### src/rtl/modulo_demux4_1_tdm_pkg.sv
`default_nettype none
// ============================================================================
// modulo_demux4_1_tdm_pkg : shared state and slot encodings for the TDM demux
// Revision: 1.0
// ============================================================================
package modulo_demux4_1_tdm_pkg;

    typedef enum logic {
        IDLE = 1'b0,
        RUN  = 1'b1
    } state_t;

    localparam logic [1:0] SLOT_A = 2'd0;
    localparam logic [1:0] SLOT_B = 2'd1;
    localparam logic [1:0] SLOT_C = 2'd2;
    localparam logic [1:0] SLOT_D = 2'd3;

endpackage
`default_nettype wire

### src/rtl/modulo_demux4_1_tdm_if.sv
`default_nettype none
// ============================================================================
// modulo_demux4_1_tdm_if : TDM line in, four de-multiplexed channels out
// Revision: 1.0
// ============================================================================
interface modulo_demux4_1_tdm_if #(
    parameter int W = 1
);
    logic [W-1:0] din;
    logic         sync;
    logic         en;
    logic [W-1:0] A;
    logic [W-1:0] B;
    logic [W-1:0] C;
    logic [W-1:0] D;
    logic         frame_valid;
    logic         frame_err;
    logic         busy;
    logic [1:0]   slot;

    modport master (
        output din, sync, en,
        input  A, B, C, D, frame_valid, frame_err, busy, slot
    );

    modport slave (
        input  din, sync, en,
        output A, B, C, D, frame_valid, frame_err, busy, slot
    );
endinterface
`default_nettype wire

### src/rtl/modulo_decod2_4.sv
`default_nettype none
// ============================================================================
// modulo_decod2_4 : 2-to-4 one-hot decoder with enable, gate-level form
// Revision: 1.0
// ============================================================================
module modulo_decod2_4 (
    input  wire logic [1:0] sel,
    input  wire logic       en,
    output logic      [3:0] y
);
    logic [1:0] sel_n;

    assign sel_n = ~sel;

    assign y[0] = en & sel_n[1] & sel_n[0];
    assign y[1] = en & sel_n[1] & sel[0];
    assign y[2] = en & sel[1]   & sel_n[0];
    assign y[3] = en & sel[1]   & sel[0];
endmodule
`default_nettype wire

### src/rtl/modulo_demux4_1_tdm.sv
`default_nettype none
// ============================================================================
// modulo_demux4_1_tdm : frame-aligned 1:4 TDM demux, A..D update once per frame
// Revision: 1.0
// ============================================================================
module modulo_demux4_1_tdm
    import modulo_demux4_1_tdm_pkg::*;
#(
    parameter int W = 1
) (
    input  wire logic              clk,
    input  wire logic              rst_n,
    modulo_demux4_1_tdm_if.slave   bus
);
    state_t         state_q, state_d;
    logic [1:0]     slot_q, slot_d;
    logic           fv_q, fv_d;
    logic           fe_q, fe_d;
    logic [W-1:0]   s0_q, s1_q, s2_q;
    logic [W-1:0]   a_q, b_q, c_q, d_q;

    logic           wr_stb;
    logic [1:0]     wr_sel;
    logic [3:0]     ld;

    // A sync always restarts the frame, so it forces the decoder onto slot A.
    assign wr_stb = bus.en & (bus.sync | (state_q == RUN));
    assign wr_sel = bus.sync ? SLOT_A : slot_q;

    modulo_decod2_4 u_decod (
        .sel (wr_sel),
        .en  (wr_stb),
        .y   (ld)
    );

    always_ff @(posedge clk or negedge rst_n) begin
        if (!rst_n) begin
            state_q <= IDLE;
            slot_q  <= SLOT_A;
            fv_q    <= 1'b0;
            fe_q    <= 1'b0;
        end else begin
            state_q <= state_d;
            slot_q  <= slot_d;
            fv_q    <= fv_d;
            fe_q    <= fe_d;
        end
    end

    always_comb begin
        state_d = state_q;
        slot_d  = slot_q;
        fv_d    = 1'b0;
        fe_d    = 1'b0;
        if (bus.en) begin
            case (state_q)
                IDLE: begin
                    if (bus.sync) begin
                        state_d = RUN;
                        slot_d  = SLOT_B;
                    end
                end
                RUN: begin
                    if (bus.sync) begin
                        fe_d   = 1'b1;
                        slot_d = SLOT_B;
                    end else if (slot_q == SLOT_D) begin
                        state_d = IDLE;
                        slot_d  = SLOT_A;
                        fv_d    = 1'b1;
                    end else begin
                        slot_d = slot_q + 2'd1;
                    end
                end
                default: begin
                    state_d = IDLE;
                    slot_d  = SLOT_A;
                end
            endcase
        end
    end

    // Shadow registers hold A..C until slot D completes the frame.
    always_ff @(posedge clk or negedge rst_n) begin
        if (!rst_n) begin
            s0_q <= '0;
            s1_q <= '0;
            s2_q <= '0;
            a_q  <= '0;
            b_q  <= '0;
            c_q  <= '0;
            d_q  <= '0;
        end else begin
            if (ld[0]) s0_q <= bus.din;
            if (ld[1]) s1_q <= bus.din;
            if (ld[2]) s2_q <= bus.din;
            if (ld[3]) begin
                a_q <= s0_q;
                b_q <= s1_q;
                c_q <= s2_q;
                d_q <= bus.din;
            end
        end
    end

    assign bus.A           = a_q;
    assign bus.B           = b_q;
    assign bus.C           = c_q;
    assign bus.D           = d_q;
    assign bus.frame_valid = fv_q;
    assign bus.frame_err   = fe_q;
    assign bus.busy        = (state_q == RUN);
    assign bus.slot        = slot_q;
endmodule
`default_nettype wire

### src/flat_wrapper.sv
// flat-port wrapper written by rule: the top's interface ports become plain ports
module modulo_demux4_1_tdm_flat import modulo_demux4_1_tdm_pkg::*;
#(
    parameter int W = 1
)
  (clk, rst_n, bus_din, bus_sync, bus_en, bus_A, bus_B, bus_C, bus_D, bus_frame_valid, bus_frame_err, bus_busy, bus_slot);
  modulo_demux4_1_tdm_if #(.W(W)) bus_i ();
  input  wire logic clk;
  input  wire logic rst_n;
  input wire logic [$bits(bus_i.din)-1:0] bus_din;
  input wire logic [$bits(bus_i.sync)-1:0] bus_sync;
  input wire logic [$bits(bus_i.en)-1:0] bus_en;
  output wire logic [$bits(bus_i.A)-1:0] bus_A;
  output wire logic [$bits(bus_i.B)-1:0] bus_B;
  output wire logic [$bits(bus_i.C)-1:0] bus_C;
  output wire logic [$bits(bus_i.D)-1:0] bus_D;
  output wire logic [$bits(bus_i.frame_valid)-1:0] bus_frame_valid;
  output wire logic [$bits(bus_i.frame_err)-1:0] bus_frame_err;
  output wire logic [$bits(bus_i.busy)-1:0] bus_busy;
  output wire logic [$bits(bus_i.slot)-1:0] bus_slot;
  assign bus_i.din = bus_din;
  assign bus_i.sync = bus_sync;
  assign bus_i.en = bus_en;
  assign bus_A = bus_i.A;
  assign bus_B = bus_i.B;
  assign bus_C = bus_i.C;
  assign bus_D = bus_i.D;
  assign bus_frame_valid = bus_i.frame_valid;
  assign bus_frame_err = bus_i.frame_err;
  assign bus_busy = bus_i.busy;
  assign bus_slot = bus_i.slot;
  modulo_demux4_1_tdm #(.W(W)) u_core (.clk(clk), .rst_n(rst_n), .bus(bus_i));
endmodule
### config.mk
export PLATFORM = sky130hd
export DESIGN_NAME = modulo_demux4_1_tdm_flat
export DESIGN_NICKNAME = d
export VERILOG_FILES = /design/src/rtl/modulo_demux4_1_tdm_pkg.sv /design/src/rtl/modulo_demux4_1_tdm_if.sv /design/src/rtl/modulo_decod2_4.sv /design/src/rtl/modulo_demux4_1_tdm.sv /design/src/flat_wrapper.sv
export SDC_FILE = /design/constraint.sdc
export NUM_CORES = 1
export LEC_CHECK = 0
export BUFFER_PORTS_ARGS = -buffer_cell sky130_fd_sc_hd__buf_2
export CORE_AREA = 2 2 39 41
export CTS_CLUSTER_SIZE = 24
export DETAILED_ROUTE_END_ITERATION = 16
export DIE_AREA = 0 0 41 43
export GPL_TIMING_DRIVEN = 1
export HOLD_SLACK_MARGIN = 0.08
export PLACE_DENSITY = 0.73
export SYNTH_ARGS = -nofsm -noshare
export SYNTH_HDL_FRONTEND = slang
export SYNTH_SLANG_ARGS = --single-unit
### constraint.sdc
create_clock -name clk -period 1.8 [get_ports clk]
set_input_delay 0 -clock clk [delete_from_list [all_inputs] [get_ports clk]]
set_output_delay 0 -clock clk [all_outputs]
set_load 0.01 [all_outputs]
Word level (Yosys, flattened, before mapping)
Index checks and enable logic that the tools add are counted.

Add/subtract/negate cells: 1. Equal/unequal tests: 2. Multiplexer cells: 15. Bitwise logic cells: 10. Reductions and logical operators: 1.

Operators by type and width (number): $mux 1 (9); $mux 2 (4); $and 1x1->1 (7); $pmux 2 s2 (1); $add 2x1->2 const B (1); $eq 2x2->1 const B (1); $ne 2x2->1 const B (1); $not 2->2 (1); $pmux 1 s2 (1); $reduce_and 2->1 (1); $not 1->1 (1); $or 1x1->1 (1).

Register bits: 12. Word-level logic and storage cells: 40.

Longest topological paths before layout
Word-level depth: 5. Gate-level depth with buffers: 5. Depth with buffers taken out: 4.

Cells and area by module
From an unflattened synthesis, not the netlist that was laid out.

Cell total of the unflattened synthesis: 39. Area, all modules: 535.5 um^2.

By module, submodules not included: modulo_demux4_1_tdm (instances 1, cells an instance 35, area an instance 498.0 um^2); modulo_decod2_4 (instances 1, cells an instance 4, area an instance 37.5 um^2).

Least setup slack after synthesis
No wires, ideal clock.

Kind: reg2reg. Start: register u_core.state_q (netlist: u_core.bus.busy). End: register u_core.a_q (netlist: u_core.bus.A). Library setup time: 0.125 ns. Data arrival time: 1.261 ns. Data required time: 1.675 ns. Path slack: 0.414 ns. Cell stages (with the launch flop): 5. Buffers on the path: 1. Period minus slack after synthesis: 1.386 ns. Cell sequence: dfrtp_1 -> and3b_4 -> and3_4 -> buf_6 -> mux2_4.

Word-level cells in the longest chain between the ends: 4.

RTL lines: start, declared (RTL line modulo_demux4_1_tdm.sv:15) `state_t state_q, state_d;`; start signal, assigned (RTL line modulo_demux4_1_tdm.sv:43) `state_q <= state_d;`; $or 1x1->1 (RTL line modulo_demux4_1_tdm.sv:27) `assign wr_stb = bus.en & (bus.sync | (state_q == RUN));`; $and 1x1->1 (RTL line modulo_demux4_1_tdm.sv:27); $and 1x1->1 (2 in a row) (RTL line modulo_decod2_4.sv:18) `assign y[3] = en & sel[1] & sel[0];`; end signal, assigned (RTL line modulo_demux4_1_tdm.sv:98) `a_q <= s0_q;`; end, declared (RTL line modulo_demux4_1_tdm.sv:20) `logic [W-1:0] a_q, b_q, c_q, d_q;`.

Every way passes these cells. A chain may end at the register's enable or synchronous reset.

Worst setup path in the final report
Start: register u_core.slot_q[0] (netlist: u_core.bus.slot[0]). End: register u_core.slot_q[1] (netlist: u_core.bus.slot[1]).

Word-level cells in the longest chain between the ends: 4.

RTL lines: start, declared (RTL line modulo_demux4_1_tdm.sv:16) `logic [1:0] slot_q, slot_d;`; start signal, assigned (RTL line modulo_demux4_1_tdm.sv:44) `slot_q <= slot_d;`; $add 2x1->2 / $eq 2x2->1 (equally long branches) (RTL line modulo_demux4_1_tdm.sv:72, modulo_demux4_1_tdm.sv:67); $mux 2 (*) (RTL line modulo_demux4_1_tdm.sv:67) `end else if (slot_q == SLOT_D) begin`; $mux 2 (*) (RTL line modulo_demux4_1_tdm.sv:64) `if (bus.sync) begin`; $pmux 2 s2 (*) (RTL line modulo_demux4_1_tdm.sv:56) `case (state_q)`.

Every way passes the cells marked *; elsewhere a longest branch is shown, timed or not.

==> impl_results.md <==
- Status: finished, final reports clean
- DP Worst Slack: 0.462 ns
- GRT overflow: 0
- IO Pins: 14
- Final WS setup: 0.132 ns
- CTS tree: done
- Hold crit path type: in -> async
- Critical-path top delay cell: dlygate4sd3_1
- GR peak layer: met2
- # DRC: 0
- Crit. End Element: flop
- Gate Count Post-Synth: 41
- Yosys reg bits: 12
- Synth Area in Adders: 0.0225
- Worst r2r src: u_core.bus.slot[0]
- Netlist cell types: 18
- Slowest stage delay, CP: 0.55 ns
- Post-route insts no fill: 77
- Xor/xnor share of the synthesized area: 0
- Tcrit/Tclk final: 0.927
- Most frequent cells in the layout: buf_2 (13), dfrtp_1 (12), dlygate4sd3_1 (5), mux2_4 (4), nand2_1 (4)
- Pin count of the biggest net entering global routing: 13
- DR vias: 374
- CTS clk-pin slew, worst paths: 0.08 ns
- Postcts setup bufs: 0
- Starting Density: 0.401
- Multi-input logic area: 229 sq um
- Proportion of layout cells with a drive suffix above 1: 0.492
- Fmax: 600 MHz
- Hold Slack: 0.126 ns
- Post-cts hold buffer count: 5
- Worst slew margin: 0.820
- PortBufs: 13
- Pwr Density: 1470 nW/um^2
- Syn Nets: 47
- Total power: 1.03 mW
- Ant diodes: 0
- Die area: 1760 sq um
- Nets: 68
- Synth Area per Inst: 13.5 sq um
- Synth area leader: dfrtp_1
- Cell at the root of the clock tree: clkbuf_4
- Area occupied by registers: 300 sq um
- R2r worst-path depth: 5
- First-pass GRT wire length: 1.50 mm
- Setup tns final: 0 ns
- 1st-iter DRT viols: 3
- Commonest non-fill, non-tap cell in the layout: buf_2
- Compound-Gate Fraction of Synth Area: 0.0608
- Critical Path Source Type: flop
- GP Congestion: 0.710
- Dpl cells: 68
- Register area share after synthesis: 0.541
- Drt wl/cell: 11.7 um
- Worst r2r dst: u_core.bus.slot[1]
- Final Hold Fails: 0
- GR Util met3: 0.0471
- Final Max Tran Viols: 0
- Initial antenna violation count: 0
- CTS Buffer Depth: 2
- Inserted Clock Buffers: 3
- Largest cells by area after synthesis: dfrtp_1 (54%), mux2_4 (11%), mux2_2 (6.1%)
- Slew @ Worst Pin: 0.270 ns
- Synth-to-Final Area Change: 26.8%
- Core area: 1380 sq um
- GRT Util Overall: 0.133
- Antenna violation net count after detailed routing: 0
- Via count of the first global-routing pass: 367
- RSZ-0062 raised after global routing: false
- Maxcap violations: 0
- CP required: 1.96 ns
- Arrival time at the worst endpoint: 1.83 ns
- Mux share of post-synthesis cell area: 0.169
- Post-cts gate resize count: 0
- Clock latency on the worst-skew pair: 0.27 ns
- DP Wirelength: 636 um
- Clock skew: 0.00696 ns
- Share of Yosys cell area claimed by the top area cell type: 0.541
- Minimum clock period: 1.67 ns
- Mapped Area: 556 sq um
- Critical-path cell list: ha_1, nand3_1, o21a_1, o22ai_1, dlygate4sd3_1
- Setup violations, final: 0
- First-pass DRT Iterations: 2
- Lkg Pwr: 0.348 nW
- Syn. warnings: 0
- DRT Wirelength: 898 um
- Met2 Use GR: 0.175
- Die height: 43 um
- Die X: 41 um
- CTS Sinks: 12
- Post-synthesis simple-gate area fraction: 0.160
- Reg2Reg Setup Slack: 0.13 ns
- Met1 Resource Use GR: 0.160
- Worst IR Drop VDD: 0.761 mV
- H-tree depth: 1
- FILL cells: 129
- Via density: 4.86
- CP Max Fanout: 8
- WS Path Type: reg -> reg
- Largest family of logic cells by synthesized area: multiplexers
- Cell Rows: 14
## state kept, by name, indices dropped and copies added (netlist names)
signal,cells
u_core.bus.A,1
u_core.bus.frame_valid,1
u_core.s1_q,1
u_core.bus.C,1
u_core.bus.slot,2
u_core.s0_q,1
u_core.bus.D,1
u_core.bus.busy,1
u_core.s2_q,1
u_core.bus.frame_err,1
u_core.bus.B,1
## cells in the mapped netlist (all sizes together)
master  count
dfrtp      12
mux2        7
nand2       4
and3        3
buf         2
nor3b       2
o21ai       2
a22o        1
and2        1
and3b       1
ha          1
inv         1
nand3       1
nand3b      1
o21a        1
o22ai       1
## stage by stage
step | cell area [sq um] | util
finish | 704 | 0.509
global route | 704 | 0.509
floorplan | 556 | -
detailed placement | 618 | 0.447
global placement | 618 | 0.447
CTS | 704 | 0.509
## cell type report
cell class / instances / area share
repair buffers: 18 / 0.163
clock buffers: 4 / 0.0515
multi-input cells: 26 / 0.325
flip-flops and latches: 12 / 0.426
well taps: 16 / 0.0284
inverters: 1 / 0.00533
## worst max-delay path, delay by kind of cell (launching register included)
kind / cells / cell delay, ns
buffers and inverters: 1 / 0.55
adders and majority gates: 1 / 0.32
and+or+nand+nor: 1 / 0.06
DFF: 1 / 0.46
AOI/OAI and AO/OA: 2 / 0.17
## worst max path at each step
stage	slack (ns)	to	startpoint	depth (start not counted)
5_1_grt	0.05	u_core.bus.slot[1]	u_core.bus.slot[0]	5
3_5_place_dp	0.46	u_core.bus.C	u_core.bus.busy	3
3_3_place_gp	0.49	u_core.bus.B	u_core.bus.busy	3
2_1_floorplan	0.41	u_core.bus.A	u_core.bus.busy	4
6_report	0.13	u_core.bus.slot[1]	u_core.bus.slot[0]	5
4_1_cts	0.13	u_core.bus.slot[1]	u_core.bus.slot[0]	5
## logic make-up (layout without fill, tap and decap cells)
group	Yosys count	after routing
AOI/OAI and AO/OA	5	5
adders and majority gates	1	1
buffers and inverters	3	23
DFF	12	12
muxes	7	7
and+or+nand+nor	13	13
## routing by layer
layer  vias up  share of wire
met5         -              0
met1       173           0.46
met3         4          0.057
li1        184              -
met2        13           0.45
met4         0          0.028
## where the power goes
part	switching, mW	total (mW)	internal, mW	leakage (nW)
combinational	0.140	0.363	0.222	0.179
clock	0.0895	0.212	0.123	0.0210
sequential	0.0857	0.458	0.372	0.148
(Power assumes the default switching activity.)
